==> src/rtl/reduce_unit_if.sv <==
// Data-path bundle for reduce_unit: unreduced word and width select in,
// combinational and registered reduced results out.
// Optional: REDUCE_ERR_CNT_EN adds the saturating reserved-encoding counter.
interface reduce_unit_if;
    logic [31:0] BaseResult;
    logic [2:0]  width_src_i;
    logic [31:0] result_o;
    logic [31:0] result_q_o;
    logic        width_err_q_o;
`ifdef REDUCE_ERR_CNT_EN
    logic [7:0]  err_cnt_o;
`endif

    // Producer side: drives the word and select, observes results.
    modport master (
        output BaseResult,
        output width_src_i,
        input  result_o,
        input  result_q_o,
`ifdef REDUCE_ERR_CNT_EN
        input  err_cnt_o,
`endif
        input  width_err_q_o
    );

    // Reducer side.
    modport slave (
        input  BaseResult,
        input  width_src_i,
        output result_o,
        output result_q_o,
`ifdef REDUCE_ERR_CNT_EN
        output err_cnt_o,
`endif
        output width_err_q_o
    );
endinterface

==> src/rtl/reduce_unit.sv <==
// Load-data width reducer: passes a 32-bit word through or reduces it to the
// low halfword/byte with sign or zero extension. width_src_i[2] = unsigned,
// width_src_i[1:0] = size (00 word, 10 half, 01 byte, 11 reserved -> 0).
// Optional: REDUCE_ERR_CNT_EN adds err_cnt_o, a saturating count of cycles
// that saw a reserved encoding.
module reduce_unit (
    input logic         clk_i,
    input logic         rst_n_i,
    reduce_unit_if.slave bus
);

    logic [31:0] result;
    logic        sign_ext;
    logic        width_err;

    assign sign_ext  = ~bus.width_src_i[2];
    assign width_err = (bus.width_src_i[1:0] == 2'b11);

    // Combinational reduction; reserved sizes yield zero.
    always_comb begin
        result = 32'h0000_0000;
        unique case (bus.width_src_i[1:0])
            2'b00: result = bus.BaseResult;
            2'b10: result = {{16{sign_ext & bus.BaseResult[15]}}, bus.BaseResult[15:0]};
            2'b01: result = {{24{sign_ext & bus.BaseResult[7]}}, bus.BaseResult[7:0]};
            2'b11: result = 32'h0000_0000;
            default: result = 32'h0000_0000;
        endcase
    end

    assign bus.result_o = result;

    logic [31:0] result_q;
    logic        width_err_q;

    // Registered copy of the result and the reserved-encoding flag.
    always_ff @(posedge clk_i or negedge rst_n_i) begin
        if (!rst_n_i) begin
            result_q    <= 32'h0000_0000;
            width_err_q <= 1'b0;
        end else begin
            result_q    <= result;
            width_err_q <= width_err;
        end
    end

    assign bus.result_q_o    = result_q;
    assign bus.width_err_q_o = width_err_q;

`ifdef REDUCE_ERR_CNT_EN
    logic [7:0] err_cnt_q;

    // Saturating count of reserved-encoding cycles.
    always_ff @(posedge clk_i or negedge rst_n_i) begin
        if (!rst_n_i) begin
            err_cnt_q <= 8'h00;
        end else if (width_err && (err_cnt_q != 8'hFF)) begin
            err_cnt_q <= err_cnt_q + 8'h01;
        end
    end

    assign bus.err_cnt_o = err_cnt_q;
`endif

endmodule

==> src/flat_wrapper.sv <==
// flat-port wrapper written by rule: the top's interface ports become plain ports
module reduce_unit_flat 
  (clk_i, rst_n_i, bus_BaseResult, bus_width_src_i, bus_result_o, bus_result_q_o, bus_width_err_q_o);
  reduce_unit_if bus_i ();
  input logic clk_i;
  input logic rst_n_i;
  input wire logic [$bits(bus_i.BaseResult)-1:0] bus_BaseResult;
  input wire logic [$bits(bus_i.width_src_i)-1:0] bus_width_src_i;
  output wire logic [$bits(bus_i.result_o)-1:0] bus_result_o;
  output wire logic [$bits(bus_i.result_q_o)-1:0] bus_result_q_o;
  output wire logic [$bits(bus_i.width_err_q_o)-1:0] bus_width_err_q_o;
  assign bus_i.BaseResult = bus_BaseResult;
  assign bus_i.width_src_i = bus_width_src_i;
  assign bus_result_o = bus_i.result_o;
  assign bus_result_q_o = bus_i.result_q_o;
  assign bus_width_err_q_o = bus_i.width_err_q_o;
  reduce_unit u_core (.clk_i(clk_i), .rst_n_i(rst_n_i), .bus(bus_i));
endmodule
==> config.mk <==
export PLATFORM = sky130hd
export DESIGN_NAME = reduce_unit_flat
export DESIGN_NICKNAME = d
export VERILOG_FILES = /design/src/rtl/reduce_unit_if.sv /design/src/rtl/reduce_unit.sv /design/src/flat_wrapper.sv
export SDC_FILE = /design/constraint.sdc
export NUM_CORES = 1
export LEC_CHECK = 0
export ABC_AREA = 1
export ABC_CLOCK_PERIOD_IN_PS = 900
export CORE_MARGIN = 2
export CORE_UTILIZATION = 29
export DETAILED_ROUTE_END_ITERATION = 6
export HOLD_SLACK_MARGIN = 0.03
export PLACE_DENSITY = 0.76
export SLEW_MARGIN = 20
export SYNTH_ARGS = -nofsm -noshare
export SYNTH_HDL_FRONTEND = slang
export SYNTH_SLANG_ARGS = --single-unit
==> constraint.sdc <==
create_clock -name clk_i -period 0.9 [get_ports clk_i]
set_input_delay 0.18 -clock clk_i [delete_from_list [all_inputs] [get_ports clk_i]]
set_output_delay 0.18 -clock clk_i [all_outputs]
set_load 0.02 [all_outputs]
==> impl_metrics.toml, run 1 <==
[global_routing]
overflow = 0
grt_first_pass_wirelength_um = 9630
grt_pass1_vias = 1710
grt_usage_pct = 26.7
grt_max_degree = 34
antenna_found_initial = 0

[yosys]
synth_fa_ha_area_share_pct = 0
synthDistinctLibCells = 15
synth_area_leaders = "dfrtp_1 66%, nand3_2 8.0%, nand2_1 5.4%"
yosysWarningCount = 0
synthSimpleGateAreaFrac_pct = 21.6
yosysTopAreaCellShare_pct = 65.9
yosysSeqAreaShare_pct = 65.9
yosys-mux-area-fraction_pct = 0
synth_compound_area_share_pct = 3.20
yosys.area.top_type = "dfrtp_1"
syn-instance-count = 113
ys_seq_elements = 33
syn_area_per_cell_um2 = 11.1
synth_top_family_by_area = "simple AND/OR/NAND/NOR gates"
synthXorXnorAreaFrac_pct = 0
syn_area_mm2 = 0.00125
synth_fp_nets = 150

[timing]
slew_viol_final = 0
rsz0062_at_grt = "true"
max_freq_ghz = 0.778
hold_viol = 0
tightest_slew_ns = 0.265
worst_slack_ns = -0.386
maxSlewHeadroom_pct = 82.4
hold_slack_ns = 0.248
post-route-min-period_ns = 1.29
fin_crit_sh_pct = 143
final-setup-viol-count = 71

[placed_design]
gp_congestion = 0.800
place_ws_ns = -1.14
portBuffers = 101
hpwl_um = 3090
numPlacedInstances = 279

[floorplan]
start_util_pct = 30.6
fp-row-count = 23
ios = 102
fp.dieW_um = 69.7
core_mm2 = 0.00409
die_height_um = 69.7
dieArea_mm2 = 0.00486

[clock_tree]
cts_buffer_depth = 2
cts_buffers = 5
clock_sinks = 33
cts_hold_buf = 0
cts_max_level = 2
clkSlewWorstSetupHoldPaths_ns = 0.07
root_buffer = "clkbuf_8"
cts_tree = "done"

[worst_setup_path]
crit_path_start = "bus_width_src_i[0]"
cp-end-kind = "output pin"
arrival_ns = 1.11
crit_required_ns = 0.72
crit_type = "in2out"
cp_max_fo = 5
startpoint_type = "input port"

[final_layout]
fin_cells = 319
drive_gt1_share_pct = 69.5
syn_to_final_growth_pct = 172
n_antenna_cell = 0
finish.utilization_pct = 83.4
nNetsFinal = 306

[power_and_ir_drop]
ir_worst_vdd_v = 0.00125
p_leak_nw = 1.84
power.density_mw_per_mm2 = 1310
totalPowerFinal_w = 0.00446

[drt]
drc = 0
drtIter0Drc = 57
drt_wl_total_um = 6980
ant_nets = 0
avgViaCountPerCell = 4.76
vias = 1520
drt_first_pass_iters = 4
wl_per_cell_um = 21.9

[run]
maxCapViolCount = 0

[status]
status = "finished with violations"
violations = "negative setup slack"

[worst_hold_path]
hp-class = "in2async"
-- routing by layer --
layer / vias up / GRT usage, % / wire (µm)
met3: 17 / 10.6 / 612
met5: - / 0 / 0
met2: 84 / 43.3 / 3400
li1: 659 / - / -
met4: 0 / 11.1 / 208
met1: 760 / 31.4 / 2760
-- cell type report --
| type | count | area [µm²] |
|---|---|---|
| Clock buffer | 7 | 86.3 |
| Fill cell | 170 | 678 |
| Inverter | 19 | 73.8 |
| Multi-Input combinational cell | 57 | 726 |
| Sequential cell | 33 | 826 |
| Tap cell | 50 | 62.6 |
| Timing Repair Buffer | 152 | 1630 |
| Timing Repair inverter | 1 | 7.51 |
-- metrics by stage --
stage          instance area, µm²  setup TNS, ns
2_1_floorplan                1390          -1.77
3_3_place_gp                 2610         -53.26
3_5_place_dp                 2610         -54.82
4_1_cts                      3310         -10.98
5_1_grt                      3410         -15.04
6_report                     3410         -13.54
-- worst max-delay path, stage by stage --
cell	delay, ns
buf_8	0.11
buf_8	0.13
nor2_4	0.15
buf_4	0.14
buf_12	0.13
nand2_4	0.06
nand3_4	0.08
buf_6	0.12
-- where the power goes --
| group | switching [W] | internal (W) | leakage, nW | total (W) |
|---|---|---|---|---|
| clock network | 0.000573 | 0.000607 | 0.0443 | 0.00118 |
| logic | 0.000796 | 0.000834 | 1.38 | 0.00163 |
| registers | 0.0000601 | 0.00159 | 0.420 | 0.00165 |
| total | 0.00143 | 0.00303 | 1.84 | 0.00446 |
-- cell usage after synthesis --
cell / number
buf_4: 3
buf_6: 2
dfrtp_1: 33
inv_1: 17
inv_2: 2
nand2_1: 18
nand2_2: 1
nand2_4: 1
nand3_1: 6
nand3_2: 10
nor2_1: 10
nor2_2: 1
nor2_4: 1
o21ai_0: 4
o21ai_1: 4
-- what timing repair did --
action / CTS / global route
pin swaps: 33 / 11
cloned: 5 / 0
gates resized for setup: 504 / 9
hold endpoints to repair: 0 / 0
setup endpoints to repair: 98 / 68
buffers inserted: 20 / 9
-- cell usage in the layout (no fill, tap or decap), drive strengths merged --
cell type,instances
buf,120
dfrtp,33
nand2,21
inv,19
clkdlybuf4s50,18
nand3,16
dlygate4sd2,13
nor2,12
o21ai,8
clkbuf,7
clkinvlp,1
clkdlybuf4s15,1
-- cell families after synthesis --
group | after synthesis
buffers and inverters | 24
and+or+nand+nor | 48
DFF | 33
AOI/OAI and AO/OA | 8
-- registers in the layout (all words and copies together), names as in the netlist --
register                  flops
u_core.bus.result_q_o        32
u_core.bus.width_err_q_o      1
-- worst paths after layout --
check	to	slack (ns)	depth (start not counted)
max in group asynchronous	u_core.bus.result_q_o[3]$_DFF_PN0_	0.46	2
min	u_core.bus.result_q_o[14]$_DFF_PN0_	0.25	2
max	bus_result_o[18]	-0.39	8
min in group clk_i	u_core.bus.result_q_o[4]$_DFF_PN0_	0.27	3
Power figures use the tool's default switching activity.
==> run 2, diff against run 1 <==
--- a/config.mk
+++ b/config.mk
@@ -9,6 +9,7 @@
 export ABC_CLOCK_PERIOD_IN_PS = 900
 export CORE_MARGIN = 2
 export CORE_UTILIZATION = 29
+export CTS_BUF_LIST = sky130_fd_sc_hd__clkbuf_16
 export DETAILED_ROUTE_END_ITERATION = 6
 export HOLD_SLACK_MARGIN = 0.03
 export PLACE_DENSITY = 0.76
==> run 2 against run 1 <==
- the run still ends with negative setup slack left
- via count rose by 1.5%
- routed wire length rose by 7.2%
- maximum frequency rose by 2.6%
- total power rose by 12%
- first-iteration DRC count rose by 37%
- critical path depth did not move
- critical endpoint unchanged
- sequential cell count did not move
- worst hold slack improved by 0.045 ns
- sequential share of layout area fell by 0.95 points
- global-route usage rose by 0.75 points
- die area did not move
==> impl_metrics.toml, run 2 (synthesis gave the netlist of run 1 again) <==
[status]
status = "finished with violations"
violations = "negative setup slack"

[power_and_ir_drop]
totalPowerFinal_w = 0.00498
seq_power_share_pct = 33.2
pwr-share-clk_pct = 32.7
switching_share_pct = 30.7
power.density_mw_per_mm2 = 1400
comb_power_share_pct = 34.1
power.net_switching_w = 0.00153
p_leak_nw = 1.91
p_int_w = 0.00345
ir_worst_vdd_v = 0.00122

[final_layout]
syn_to_final_growth_pct = 183
final_cell_mix = "79 x buf_6, 33 x dfrtp_1, 32 x buf_4, 18 x clkdlybuf4s50_1"
largest_reg_flops = 32
n_fill_cell = 163
n_antenna_cell = 0
nNetsFinal = 310
drive_gt1_share_pct = 70.3
layout_commonest_cell = "buf_6"

[timing]
hold_viol = 0
final-setup-viol-count = 70
rsz0062_at_grt = "true"
worst_slack_ns = -0.354
tightest_slew_ns = 0.218
post-route-min-period_ns = 1.25
slew_viol_final = 0
maxSlewHeadroom_pct = 85.5
max_freq_ghz = 0.798
fin_crit_sh_pct = 139
hold_slack_ns = 0.292

[worst_setup_path]
arrival_ns = 1.07
crit_required_ns = 0.72
cp-end-kind = "output pin"
cp_max_fo = 5
crit_type = "in2out"
startpoint_type = "input port"

[global_routing]
grt_max_degree = 34
antenna_found_initial = 0
overflow = 0
grt_first_pass_wirelength_um = 9960
grt_usage_pct = 27.4
grt_pass1_vias = 1667

[drt]
wl_per_cell_um = 23.2
drt_wl_total_um = 7490
vias = 1543
drc = 0
ant_nets = 0
drtIter0Drc = 78
drt_first_pass_iters = 4
avgViaCountPerCell = 4.78

[clock_tree]
root_buffer = "clkbuf_16"
cts_tree = "done"
cts_buffers = 5
clkSlewWorstSetupHoldPaths_ns = 0.05
cts_buffer_depth = 2
clock_sinks = 33
cts_max_level = 2

[floorplan]
ios = 102
dieArea_mm2 = 0.00486
fp-row-count = 23
fp.dieW_um = 69.7
die_height_um = 69.7
start_util_pct = 30.6
core_mm2 = 0.00409

[run]
maxCapViolCount = 0

[placed_design]
portBuffers = 101
gp_congestion = 0.800
hpwl_um = 3090

[worst_hold_path]
hold_start = "bus_BaseResult[7]"
hp-class = "in2reg"
hold_depth = 4
min_to = "u_core.bus.result_q_o[7]$_DFF_PN0_"
-- run 2: worst max-delay path by stage --
stage,start,to,cells after the start
after CTS,bus_width_src_i[1],bus_result_o[29],8
after floorplan,bus_width_src_i[0],u_core.bus.result_q_o[10]$_DFF_PN0_,2
after global routing,bus_width_src_i[0],bus_result_o[22],8
after global placement,bus_width_src_i[0],bus_result_o[23],7
final,bus_width_src_i[0],bus_result_o[18],8
after detailed placement,bus_width_src_i[0],bus_result_o[28],7
-- run 2: cell type report --
class | count | area (µm²) | share of cell area (%)
timing repair buffer | 156 | 1690 | 47.5
multi-input combinational | 57 | 756 | 21.3
clock buffer | 5 | 125 | 3.53
clock inverter | 2 | 7.51 | 0.212
timing repair inverter | 1 | 7.51 | 0.212
tap | 50 | 62.6 | 1.76
inverter | 19 | 76.3 | 2.15
sequential | 33 | 826 | 23.3
-- run 2: power groups by stage --
stage / registers [W] / clock network (W) / logic, W
2_1_floorplan: 0.00178 / 0 / 0.000352
6_report: 0.00165 / 0.00163 / 0.00170
4_1_cts: 0.00164 / 0.00159 / 0.00151
3_3_place_gp: 0.00164 / 0 / 0.00120
3_5_place_dp: 0.00164 / 0 / 0.00121
5_1_grt: 0.00166 / 0.00169 / 0.00176
-- run 2: timing repair --
action,in CTS,in global routing
buffers inserted,21,15
gates cloned,5,0
resized for setup,510,20
endpoints found under the setup margin,98,65
pin swaps,33,7
endpoints found under the hold margin,0,0
hold buffers,0,0
-- run 2: critical path: stages --
cell and delay, ns:
buf_8 0.11, buf_8 0.13, nor2_4 0.15, buf_12 0.13, buf_16 0.13, nand2_4 0.06, nand3_4 0.06, buf_6 0.12
-- run 2: routing by layer --
metal  wire (µm)  part of all wire [%]  track usage, %  vias up
met1        2810                    38            33.0      750
met2        3610                    48            46.5      109
met5           0                     0               0        -
met4         295                   3.9            5.77        0
met3         771                    10            11.0       23
li1            -                     -               -      661
-- run 2: stage by stage --
step	worst slack [ns]	std cells	utilization, %	TNS (ns)	cell area, µm²
after detailed placement	-1.14	279	64.0	-54.82	2610
after global placement	-1.11	279	64.0	-53.26	2610
after CTS	-0.303	310	82.4	-9.10	3370
after global routing	-0.375	323	86.8	-12.47	3550
after floorplan	-0.121	113	-	-1.77	1390
final	-0.354	323	86.8	-11.44	3550
==> run 3, diff against run 2 <==
--- a/config.mk
+++ b/config.mk
@@ -7,12 +7,14 @@
 export LEC_CHECK = 0
 export ABC_AREA = 1
 export ABC_CLOCK_PERIOD_IN_PS = 900
+export CORE_ASPECT_RATIO = 1.1
 export CORE_MARGIN = 2
 export CORE_UTILIZATION = 29
 export CTS_BUF_LIST = sky130_fd_sc_hd__clkbuf_16
 export DETAILED_ROUTE_END_ITERATION = 6
 export HOLD_SLACK_MARGIN = 0.03
 export PLACE_DENSITY = 0.76
+export SKIP_LAST_GASP = 1
 export SLEW_MARGIN = 20
 export SYNTH_ARGS = -nofsm -noshare
 export SYNTH_HDL_FRONTEND = slang
==> run 3 against run 2 <==
- the run still ends with negative setup slack left
- first-iteration DRC count shrank 58%
- via count down 4.0%
- design area is 1.1% higher
- global-route usage fell by 4.2 points
- setup slack gained 0.020 ns
- worst hold slack worse by 0.070 ns
- core utilization shrank 1.9 points
- routed wire length is 20% lower
- sequential share of layout area fell by 0.26 points
- maximum frequency is 1.7% higher
- critical path type unchanged
==> impl_metrics.toml, run 3 (synthesis gave the netlist of run 1 again) <==
[status]
status = "finished with violations"
violations = "negative setup slack"

[global_routing]
grt_usage_pct = 23.2
overflow = 0
grt_max_degree = 20
antenna_found_initial = 0
grt_first_pass_wirelength_um = 7910
grt_pass1_vias = 1496

[floorplan]
fp.dieW_um = 66.7
fp-row-count = 25
core_mm2 = 0.00422
die_height_um = 72.9
dieArea_mm2 = 0.00486
start_util_pct = 29.7
ios = 102

[final_layout]
largest_reg_flops = 32
design_area_mm2 = 0.00359
finish.utilization_pct = 84.9
layout_commonest_cell = "buf_6"
n_antenna_cell = 0
fin_cells = 332
nNetsFinal = 315
syn_to_final_growth_pct = 186
final_cell_mix = "74 x buf_6, 42 x buf_4, 33 x dfrtp_1, 25 x clkdlybuf4s50_1, 17 x nand2_4"
drive_gt1_share_pct = 70.5

[drt]
drtIter0Drc = 33
drt_first_pass_iters = 4
avgViaCountPerCell = 4.46
drc = 0
drt_wl_total_um = 5970
wl_per_cell_um = 18.0
vias = 1481
ant_nets = 0

[placed_design]
numPlacedInstances = 281
placed_area_mm2 = 0.00258
portBuffers = 101
gp_congestion = 0.704
place_ws_ns = -1.18
hpwl_um = 2830

[clock_tree]
cts_max_level = 2
cts_hold_buf = 0
root_buffer = "clkbuf_16"
clkSlewWorstSetupHoldPaths_ns = 0.05
cts_buffers = 5
cts_tree = "done"
cts_buffer_depth = 2
clock_sinks = 33

[timing]
post-route-min-period_ns = 1.23
slew_viol_final = 0
fin_crit_sh_pct = 137
max_freq_ghz = 0.811
maxSlewHeadroom_pct = 82.6
worst_slack_ns = -0.333
final-setup-viol-count = 70
hold_viol = 0
tightest_slew_ns = 0.262
rsz0062_at_grt = "true"

[worst_setup_path]
path_delay_family = "buffers and inverters"
startpoint_type = "input port"
crit_top_cell = "buf_8"
cp_slowest_cell = "buf_12"
crit_required_ns = 0.72
arrival_ns = 1.05
cp-end-kind = "output pin"
path_buf_inv = 4
path_cells = "buf_8 > buf_8 > nor2_4 > buf_12 > nand2_4 > nand3_4 > buf_6"
cp_max_fo = 8
crit_type = "in2out"
slowest_delay_ns = 0.18

[power_and_ir_drop]
power.density_mw_per_mm2 = 1360
totalPowerFinal_w = 0.00488
ir_worst_vdd_v = 0.000898
p_leak_nw = 1.91

[run]
maxCapViolCount = 0

[worst_hold_path]
hp-class = "in2reg"
[run 3: cell count changes in the layout (fill, tap and decap cells not counted), moves of 2 or more]
cell / delta
nand2_2: -4
buf_4: +10
buf_2: +2
dlygate4sd2_1: -7
buf_16: -2
nor2_4: +3
nand2_8: +2
buf_6: -5
clkdlybuf4s50_1: +7
nor2_2: -3
[run 3: what timing repair did]
action	CTS	global route
pin swaps	25	13
endpoints found under the setup margin	97	70
buffers inserted	31	13
resized for setup	505	22
cloned	4	0
[run 3: area by class of cell]
cell class | count | area [µm²]
clock inverter | 2 | 7.51
clock buffer | 5 | 125
timing repair buffer | 161 | 1670
timing repair inverter | 1 | 7.51
fill | 188 | 636
inverter | 19 | 78.8
multi-input combinational | 57 | 801
tap | 54 | 67.6
sequential | 33 | 826
[run 3: tightest hold or removal path, cell delays in order]
cell	delay, ns
buf_8	0.07
buf_8	0.12
o21ai_4	0.07
[run 3: path summary, 6_finish.rpt]
kind                                    start                                  end  slack (ns)  cells past startpoint
setup / recovery           bus_width_src_i[0]                     bus_result_o[22]       -0.33                      7
min in group asynchronous             rst_n_i   u_core.bus.width_err_q_o$_DFF_PN0_        0.30                      2
hold / removal             bus_width_src_i[0]  u_core.bus.result_q_o[15]$_DFF_PN0_        0.22                      3
max in group asynchronous             rst_n_i  u_core.bus.result_q_o[17]$_DFF_PN0_        0.37                      2
[run 3: layer usage]
metal  vias to the layer above  track usage [%]  part of all wire (%)
met5                         -                0                     0
li1                        675                -                     -
met1                       733             24.5                    34
met2                        62             43.6                    59
met4                         0             10.9                   2.1
met3                        11             4.32                   5.0
[run 3: per-stage QoR]
step / hold slack, ns / setup TNS, ns
floorplan: -0.116 / -1.77
global route: 0.221 / -12.93
global placement: 0.540 / -55.63
detailed placement: 0.538 / -56.81
CTS: 0.216 / -10.23
finish: 0.223 / -10.98
[run 3: report_power, final]
group	switching, W	internal (W)
Combinational	0.000797	0.000891
Clock	0.000562	0.000986
Sequential	0.0000543	0.00159
